--- config.mk ---
export PLATFORM = sky130hd
export DESIGN_NAME = sipo_operand_loader
export DESIGN_NICKNAME = d
export VERILOG_FILES = /design/src/rtl/sipo_operand_loader.sv
export SDC_FILE = /design/constraint.sdc
export NUM_CORES = 1
export LEC_CHECK = 0
export CAP_MARGIN = 10
export CORE_MARGIN = 1
export CORE_UTILIZATION = 30
export DETAILED_ROUTE_END_ITERATION = 16
export PLACE_DENSITY_LB_ADDON = 0.12
export SYNTH_ARGS = -nofsm -noshare
export SYNTH_HDL_FRONTEND = slang
export SYNTH_SLANG_ARGS = --single-unit
--- constraint.sdc ---
create_clock -name clk -period 1.75 [get_ports clk]
set_input_delay 0.35 -clock clk [delete_from_list [all_inputs] [get_ports clk]]
set_output_delay 0.35 -clock clk [all_outputs]
set_load 0.02 [all_outputs]
--- src/rtl/sipo_operand_loader.sv ---
`default_nettype none
// +--------------------------------------------------------------------------+
// | Module   : sipo_operand_loader                                           |
// | Purpose  : Deserialises two WIDTH-bit operands (A then B, MSB first)     |
// |            from one serial input. It then presents them to the          |
// |            multiplier core through a valid/ready handshake.             |
// | Ports    : clk, rst (sync, active-low)                                   |
// |            start, abort         - sequence control                      |
// |            bit_in, bit_en       - qualified serial data                 |
// |            out_ready            - multiplier accepts the operand pair   |
// |            op_a, op_b           - deserialised operands                 |
// |            out_valid, busy, loading_b, err - registered status          |
// | Revision : 1.0 - initial release                                         |
// +--------------------------------------------------------------------------+
module sipo_operand_loader #(
  parameter int WIDTH = 16
) (
  input  logic             clk,
  input  logic             rst,
  input  logic             start,
  input  logic             abort,
  input  logic             bit_in,
  input  logic             bit_en,
  input  logic             out_ready,
  output logic [WIDTH-1:0] op_a,
  output logic [WIDTH-1:0] op_b,
  output logic             out_valid,
  output logic             busy,
  output logic             loading_b,
  output logic             err
);

  localparam int CW = $clog2(WIDTH) + 1;

  localparam logic [1:0] c_st_idle   = 2'd0;
  localparam logic [1:0] c_st_load_a = 2'd1;
  localparam logic [1:0] c_st_load_b = 2'd2;
  localparam logic [1:0] c_st_valid  = 2'd3;

  // Count value of the last bit of an operand; the counter is cleared
  // there instead of incrementing, so it never reaches WIDTH.
  localparam logic [CW-1:0] c_cnt_last = CW'(WIDTH - 1);

  logic [1:0]       state_q,     state_d;
  logic [CW-1:0]    cnt_q,       cnt_d;
  logic [WIDTH-1:0] op_a_q,      op_a_d;
  logic [WIDTH-1:0] op_b_q,      op_b_d;
  logic             err_q,       err_d;
  logic             out_valid_q, out_valid_d;
  logic             busy_q,      busy_d;
  logic             loading_b_q, loading_b_d;

  // State and datapath register.
  always_ff @(posedge clk) begin
    if (!rst) begin
      state_q     <= c_st_idle;
      cnt_q       <= '0;
      op_a_q      <= '0;
      op_b_q      <= '0;
      err_q       <= 1'b0;
      out_valid_q <= 1'b0;
      busy_q      <= 1'b0;
      loading_b_q <= 1'b0;
    end else begin
      state_q     <= state_d;
      cnt_q       <= cnt_d;
      op_a_q      <= op_a_d;
      op_b_q      <= op_b_d;
      err_q       <= err_d;
      out_valid_q <= out_valid_d;
      busy_q      <= busy_d;
      loading_b_q <= loading_b_d;
    end
  end

  // Next-state and datapath logic.
  always_comb begin
    state_d = state_q;
    cnt_d   = cnt_q;
    op_a_d  = op_a_q;
    op_b_d  = op_b_q;
    err_d   = 1'b0;

    if (abort && (state_q != c_st_idle)) begin
      // Abort wins over start, bit_en and out_ready and never flags err.
      state_d = c_st_idle;
      cnt_d   = '0;
      op_a_d  = '0;
      op_b_d  = '0;
    end else begin
      case (state_q)
        c_st_idle: begin
          if (start) begin
            state_d = c_st_load_a;
            cnt_d   = '0;
          end
        end

        c_st_load_a: begin
          err_d = start;
          if (bit_en) begin
            op_a_d = {op_a_q[WIDTH-2:0], bit_in};
            if (cnt_q == c_cnt_last) begin
              state_d = c_st_load_b;
              cnt_d   = '0;
            end else begin
              cnt_d = cnt_q + CW'(1);
            end
          end
        end

        c_st_load_b: begin
          err_d = start;
          if (bit_en) begin
            op_b_d = {op_b_q[WIDTH-2:0], bit_in};
            if (cnt_q == c_cnt_last) begin
              state_d = c_st_valid;
              cnt_d   = '0;
            end else begin
              cnt_d = cnt_q + CW'(1);
            end
          end
        end

        c_st_valid: begin
          if (out_ready) begin
            // A start coinciding with the handshake chains the next load
            // without an idle gap and is not an error.
            if (start) begin
              state_d = c_st_load_a;
              cnt_d   = '0;
            end else begin
              state_d = c_st_idle;
            end
          end else begin
            err_d = start;
          end
        end

        default: begin
          state_d = c_st_idle;
        end
      endcase
    end
  end

  // Output decode of the next state, so status flags register alongside it.
  always_comb begin
    out_valid_d = (state_d == c_st_valid);
    busy_d      = (state_d != c_st_idle);
    loading_b_d = (state_d == c_st_load_b);
  end

  assign op_a      = op_a_q;
  assign op_b      = op_b_q;
  assign out_valid = out_valid_q;
  assign busy      = busy_q;
  assign loading_b = loading_b_q;
  assign err       = err_q;

endmodule
`default_nettype wire

---- After elaboration in Yosys (flattened, before gate mapping) ----
Cells that the tools add are included.
storage, ports and cells
  register bits after elaboration ......... 43
cells by class
  reductions and logical operators ........ 9
  multiplexer cells ....................... 16
  bitwise gates (word level) .............. 1
  add/sub/neg operators ................... 1
  equal/unequal tests ..................... 8
operator list
  kind                                                  number
  two-way mux 5 bit                                     4
  case mux 5 bit (3 select lines)                       1
  two-way mux 2 bit                                     7
  equality test 2 bit (second input constant)           4
  case mux 2 bit (4 select lines)                       1
  AND reduction 2 bit                                   3
  adder 5 x 1 -> 5 bit (second input constant)          1
  equality test 5 x 4 -> 1 bit (second input constant)  1
  nonzero test 2 bit                                    2
  OR reduction 2 bit                                    2
  equality test 2 x 1 -> 1 bit (second input constant)  1
  logical NOT 2 bit                                     1
  two-way mux 1 bit                                     2
  != test 2 x 1 -> 1 bit (second input constant)        1
  != test 2 bit (second input constant)                 1
  case mux 1 bit (2 select lines)                       1
  logical AND 1 bit                                     1
  inverter 1 bit                                        1

---- Longest topological paths before layout ----
Gate-level depths: netlist of run 1.
  word-level depth ........................ 6
  mapped depth ............................ 7
  gate-level depth less buffers ........... 6

---- Worst setup path after synthesis of run 1 ----
No wires, ideal clock.
  path type ............................... register -> register
  start ................................... register state_q[0]
  end ..................................... register cnt_q[2]
  stages on the path, launching flop included .. 7
  required time ........................... 1.683 ns
  path slack .............................. 0.029 ns
  library setup time ...................... 0.067 ns
  data arrival time ....................... 1.654 ns
  cells stage by stage .................... dfxtp_1 inv_1 ha_1 nand2b_1 a21o_1 or3_1 a21oi_2
between the ends
  cells in the longest elaborated chain, start to end .. 4
ends and longest elaborated chain
  item                                                                 line  source
  from (decl)                                                          44    logic [1:0] state_q, state_d;
  from (signal assigned)                                               56    state_q <= c_st_idle;
  from (signal assigned)                                               65    state_q <= state_d;
  equality test 2 bit or equality test 2 x 1 -> 1 bit (tied branches)  91    case (state_q)
  OR reduction 2 bit (no source line)                                  -
  != test 2 x 1 -> 1 bit (no source line)                              -
  AND reduction 2 bit (no source line)                                 -
  to (signal assigned)                                                 66    cnt_q <= cnt_d;
  to (decl)                                                            45    logic [CW-1:0] cnt_q, cnt_d;
Parallel ways exist; a longest one is shown, timed or not.
A chain may end at the register's enable or synchronous reset.

---- Final worst setup path of run 1 ----
  start ................................... register op_a_q[11] (netlist: op_a[11])
  end ..................................... output port op_a[11]
RTL lines
  item                    line  source
  from (decl)             46    logic [WIDTH-1:0] op_a_q, op_a_d;
  from (signal assigned)  67    op_a_q <= op_a_d;
  to (decl)               25    output logic [WIDTH-1:0] op_a,
No word-level cell between the ends.

==> results_dict.tcl, run 1 <==
set metrics [dict create \
    status "finished with violations" \
    failed_checks "design-rule violations" \
    cp.required_ns 1.40 \
    ios 43 \
    routed_wl_mm 3.637 \
    rr_endpoint "cnt_q[2]" \
    irDropWorstVdd_v 0.0003216 \
    htree_num_levels 2 \
    gr-usage-all-layers_pct 12.62 \
    worstHoldEndpoint "cnt_q[4]" \
    synth_fp_nets 220 \
    rows 27 \
    post-cts-setup-buffer-count 0 \
    clock_skew_ns 0.007910 \
    cts_root_buf "clkbuf_8" \
    via_count 1570 \
    io_buffers 42 \
    max_freq_mhz 608.3 \
    syn-cell-area_sq_um 1714 \
    antenna_found_initial 0 \
    holdPathStages 2 \
    drt_iter0_markers 94 \
    slowest_delay_ns 0.63 \
    slew_headroom_pct 73.56 \
    core-area_sq_um 5507 \
    swShare_pct 24.20 \
    maxCapViolCount 0 \
    worstReg2RegStart "state_q[0]" \
    hold_class "reg2reg" \
    synth_flop_cell "dfxtp_1" \
    grt_pass1_vias 1341 \
    crit_path_end_kind "output port" \
    worst_path_max_delay_cell "clkdlybuf4s50_1" \
    clockBufferDepth 2 \
    internal_power_mw 1.355 \
    synth-seq-cells 43 \
    critPathKind "reg2out" \
    cp.arrival_ns 1.29 \
    avgSynthCellArea_sq_um 8.241 \
    drv_slew 0 \
    postRouteAntennaNets 0 \
    grt_max_degree 38 \
    pwr-share-clk_pct 33.6 \
    wl_per_cell_um 10.79 \
    synth-seq-area-share_pct 50.22 \
    hold_buffers 0 \
    path_max_fanout 3 \
    postLayoutSetupSlackWorst_ns 0.1062 \
    hold_viol 0 \
    layout.nets 276 \
    start_util_pct 31.13 \
    clk_pin_slew_ns 0.08 \
    synth-edff-count 0 \
    power.leakage_nw 0.8538 \
    numCtsBuffers 5 \
    place_ws_ns -0.1212 \
    post_drt_via_cell_ratio 4.659 \
    rsz0062_at_grt "no" \
    syn-instance-count 208 \
    seq_power_share_pct 55.6 \
    reg2reg_setup_slack_ns 0.11 \
    die_w_um 77.59 \
    clk_latency_ns 0.29 \
    cts_tree "done" \
    die_h_um 77.59 \
    hpwlAfterDp_mm 2.587 \
    final_layout_size_suffix_gt1_share_pct 12.45 \
    tightest_slew_ns 0.3936 \
    period_minus_slack_ns 1.644 \
    syn_to_final_growth_pct 43.43 \
    path_delay_family "buffers and inverters" \
    grt_pass1_wl_mm 6.065 \
    ys_warn_count 0 \
    antenna_cells 0 \
    worst_hold_slack_ns 0.4567 \
    cts_repair_resize_count 0 \
    fillers 568 \
    r2r.worst_path.cells 6 \
    gp_congestion 0.8753 \
    final-setup-viol-count 0 \
    async_flop_share_pct 0 \
    fin_setup_tns_ns 0 \
    crit_chain "clkdlybuf4s50_1" \
    grt_overflow 0 \
    drc 2 \
    cts_sinks 43 \
    dr.pass1.iters 10 \
    dieArea_sq_um 6020 \
    p_per_area_nw_per_um2 726.9 \
    hp-start "cnt_q[4]" \
    critPathLaunchType "flop" \
    synthDistinctLibCells 32 \
    comb_power_share_pct 10.8 \
    p_sw_uw 432.4 \
    crit_buf_inv 1 \
    fin_crit_sh_pct 93.93 \
]
==> kinds of logic after synthesis <==
logic type               after synthesis  synth area share (%)
flip-flops                            43                 50.22
adder cells (fa/ha/maj)                5                 3.650
AND/OR/NAND/NOR                       93                 23.50
AO/OA/AOI/OAI                         51                 18.47
buffers and inverters                 15                 3.577
multiplexers                           1                0.5840
==> metrics by stage <==
stage	instance area, sq um	power, mW	instances	utilization [%]
detailed placement	2356	1.208	329	42.79
finish	2459	1.787	337	44.65
global route	2459	1.889	337	44.65
global placement	2356	1.210	329	42.79
floorplan	1714	1.113	208	-
CTS	2441	1.808	337	44.33
==> power by group through the flow <==
stage / sequential [mW] / clock [mW] / combinational, mW
floorplan: 1.02 / 0 / 0.0913
global placement: 1.02 / 0 / 0.193
detailed placement: 1.02 / 0 / 0.192
CTS: 0.993 / 0.622 / 0.193
global route: 0.995 / 0.682 / 0.212
finish: 0.993 / 0.600 / 0.194
==> how the worst max path moves through the flow <==
stage,depth (start not counted),to,slack [ns],from
3_3_place_gp,5,loading_b,-0.09,out_ready
6_report,1,op_a[11],0.11,op_a[11]
2_1_floorplan,6,cnt_q[2],0.03,state_q[0]
4_1_cts,5,loading_b,0.04,state_q[0]
5_1_grt,6,cnt_q[2],0.009,state_q[0]
3_5_place_dp,5,loading_b,-0.12,out_ready
==> metal layers <==
layer,routed length [um],global-route usage [%],vias up
met2,1645,19.47,37
met5,0,0,-
met1,1767,16.14,718
li1,-,-,810
met4,57,5.283,0
met3,167,4.000,5
==> final cells by class <==
class,count,area [sq um],share of cell area (%)
Clock buffer,6,72.57,2.952
Clock inverter,2,12.51,0.5089
Inverter,6,22.52,0.9160
Multi-Input combinational cell,150,807.0,32.82
Sequential cell,43,863.3,35.11
Tap cell,72,90.09,3.664
Timing Repair Buffer,58,590.6,24.02
==> sequential cells by signal, summed over array words and instances, names as in the netlist <==
name       count
op_b          16
state_q        2
out_valid      1
loading_b      1
busy           1
op_a          16
err            1
cnt_q          5
==> synthesized netlist by cell type (all sizes together), types with 2 or more instances <==
master  count  area (sq um)
a21oi      37         188.9
and2        3         18.77
buf         4         20.02
clkbuf      5         18.77
dfxtp      43         860.8
ha          5         62.56
inv         6         22.52
nand2      70         262.8
nand3       3         15.01
nand4       3         18.77
nor2        4         15.01
nor2b       3         26.27
nor3        3         15.01
o21ai       4         23.77
o31a        2         18.77
==> layout by cell type (no fill, tap or decap), drive strengths merged, types with 2 or more instances in the layout <==
| cell type | netlist | routed |
|---|---|---|
| o21ai | 4 | 4 |
| and2 | 3 | 3 |
| nand3 | 3 | 3 |
| clkdlybuf4s50 | 0 | 42 |
| o31a | 2 | 2 |
| nor2b | 3 | 3 |
| a21oi | 37 | 37 |
| nor3 | 3 | 3 |
| clkbuf | 5 | 6 |
| ha | 5 | 5 |
| buf | 4 | 16 |
| inv | 6 | 6 |
| nor2 | 4 | 4 |
| nand4 | 3 | 3 |
| dfxtp | 43 | 43 |
| nand2 | 70 | 70 |
Note: power is estimated with default switching activity, not from simulation.
==> run 2: changes to the inputs <==
PLACE_DENSITY_LB_ADDON = 0.3   (was 0.12)
RECOVER_POWER = 25   (was unset)
==> results_dict.tcl, run 2 (same netlist as run 1, synthesis figures left out) <==
set metrics [dict create \
    ios 43 \
    antenna_found_initial 0 \
    final_common_cell "nand2_1" \
    gr-usage-all-layers_pct 13.55 \
    holdPathStages 2 \
    path_max_fanout 4 \
    reg2reg_setup_slack_ns 0.09 \
    crit_chain "buf_4 -> ha_1 -> o31a_1 -> o311ai_4 -> and3b_1" \
    path_delay_family "compound AO/OA/AOI/OAI gates" \
    mostFrequentLayoutCells "70 x nand2_1, 42 x clkdlybuf4s50_1, 41 x dfxtp_1" \
    irDropWorstVdd_v 0.0003130 \
    cts_tree "done" \
    gp_congestion 0.7933 \
    post_drt_via_cell_ratio 4.576 \
    met3_length_um 155 \
    final_layout_size_suffix_gt1_share_pct 13.21 \
    die_w_um 77.59 \
    p_per_area_nw_per_um2 732.0 \
    fin_crit_sh_pct 94.79 \
    antenna_cells 0 \
    critPathLaunchType "flop" \
    place_ws_ns -0.1078 \
    grt_overflow 0 \
    slowest_delay_ns 0.36 \
    max_freq_mhz 602.9 \
    drc 2 \
    layout.nets 276 \
    io_buffers 42 \
    numCtsBuffers 5 \
    hold_buffers 0 \
    clockBufferDepth 2 \
    drv_slew 0 \
    postRouteAntennaNets 0 \
    post-cts-setup-buffer-count 0 \
    tightest_slew_ns 0.3707 \
    slew_headroom_pct 75.10 \
    dr.pass1.iters 11 \
    cp.arrival_ns 1.84 \
    highest_layer "met4" \
    worst_hold_slack_ns 0.4576 \
    final-setup-viol-count 0 \
    met1_length_mm 1.748 \
    cts_root_buf "clkbuf_8" \
    failed_checks "design-rule violations" \
    worst_path_max_delay_cell "dfxtp_4" \
    hold_class "reg2reg" \
    period_minus_slack_ns 1.659 \
    cts_sinks 43 \
    wl_met2_mm 1.842 \
    rows 27 \
    crit_path_end_kind "flop" \
    status "finished with violations" \
    cp.required_ns 1.93 \
    dieArea_sq_um 6020 \
    power.leakage_nw 0.8448 \
    core-area_sq_um 5507 \
    postLayoutSetupSlackWorst_ns 0.09126 \
    clk_pin_slew_ns 0.08 \
    clk_latency_ns 0.29 \
    grt_pass1_vias 1483 \
    critPathKind "reg2reg" \
    syn_to_final_growth_pct 42.70 \
    start_util_pct 31.13 \
    r2r.worst_path.cells 5 \
    hp-start "op_a[15]" \
    die_h_um 77.59 \
    wl_per_cell_um 11.25 \
    via_count 1542 \
    hold_viol 0 \
    hpwlAfterDp_mm 2.563 \
    worstHoldEndpoint "op_a[15]" \
    maxCapViolCount 0 \
    postLayoutCoreUtil_pct 44.42 \
    rr_endpoint "loading_b" \
    rsz0062_at_grt "no" \
    grt_pass1_wl_mm 6.513 \
    routed_wl_mm 3.792 \
    grt_max_degree 38 \
    worstReg2RegStart "state_q[0]" \
    htree_num_levels 2 \
    crit_buf_inv 1 \
    clock_skew_ns 0.004823 \
    fillers 561 \
    drt_iter0_markers 97 \
]
## run 2: worst max-delay path by stage
stage,cells after the start,start,end,slack [ns]
finish,5,state_q[0],loading_b,0.09
global route,7,state_q[1],op_a[8],0.01
CTS,6,state_q[1],cnt_q[2],0.02
global placement,6,out_ready,out_valid,-0.06
floorplan,6,state_q[0],cnt_q[2],0.03
detailed placement,5,out_ready,loading_b,-0.11
## run 2: worst reg2reg max path, cell delays in order (launching register included)
cell	delay (ns)
dfxtp_4	0.36
buf_4	0.14
ha_1	0.23
o31a_1	0.32
o311ai_4	0.29
and3b_1	0.21
## run 2: routing by layer
| layer | vias to the layer above | global-route usage (%) |
|---|---|---|
| li1 | 809 | - |
| met2 | 29 | 23.19 |
| met4 | 0 | 5.094 |
| met1 | 700 | 15.95 |
| met5 | - | 0 |
| met3 | 4 | 3.882 |
## run 2: cell type report
class / instances / area (sq um) / share of cell area (%)
Timing Repair Buffer: 58 / 558.0 / 22.81
Inverter: 6 / 22.52 / 0.9207
Clock buffer: 6 / 72.57 / 2.967
Sequential cell: 43 / 865.8 / 35.40
Multi-Input combinational cell: 150 / 824.5 / 33.71
Clock inverter: 2 / 12.51 / 0.5115
Tap cell: 72 / 90.09 / 3.683
## run 2: metrics by stage
stage	instance area, sq um	power, mW	instances	TNS, ns
2_1_floorplan	1714	1.113	208	0
3_3_place_gp	2356	1.204	329	-0.2961
3_5_place_dp	2356	1.204	329	-0.5508
5_1_grt	2446	1.887	337	0
6_report	2446	1.791	337	0
4_1_cts	2442	1.820	337	0
## run 2: repair_timing
item	4_1_cts	5_1_grt
pin swaps	0	0
gates resized for setup	1	6
endpoints found under the hold margin	0	0
gates cloned	0	0
endpoints found under the setup margin	1	5
## run 2: report_power, final
| group | leakage [nW] | switching (mW) | internal, mW |
|---|---|---|---|
| Sequential | 0.348 | 0.00669 | 0.987 |
| Combinational | 0.456 | 0.106 | 0.0850 |
| Clock | 0.0412 | 0.327 | 0.279 |
| Total | 0.845 | 0.440 | 1.35 |
==> run 3: changes to the inputs <==
CTS_CLUSTER_DIAMETER = 200   (was unset)
==> results of run 3 <==
Same layout as run 2: the final DEF is identical, and so are final timing and power.
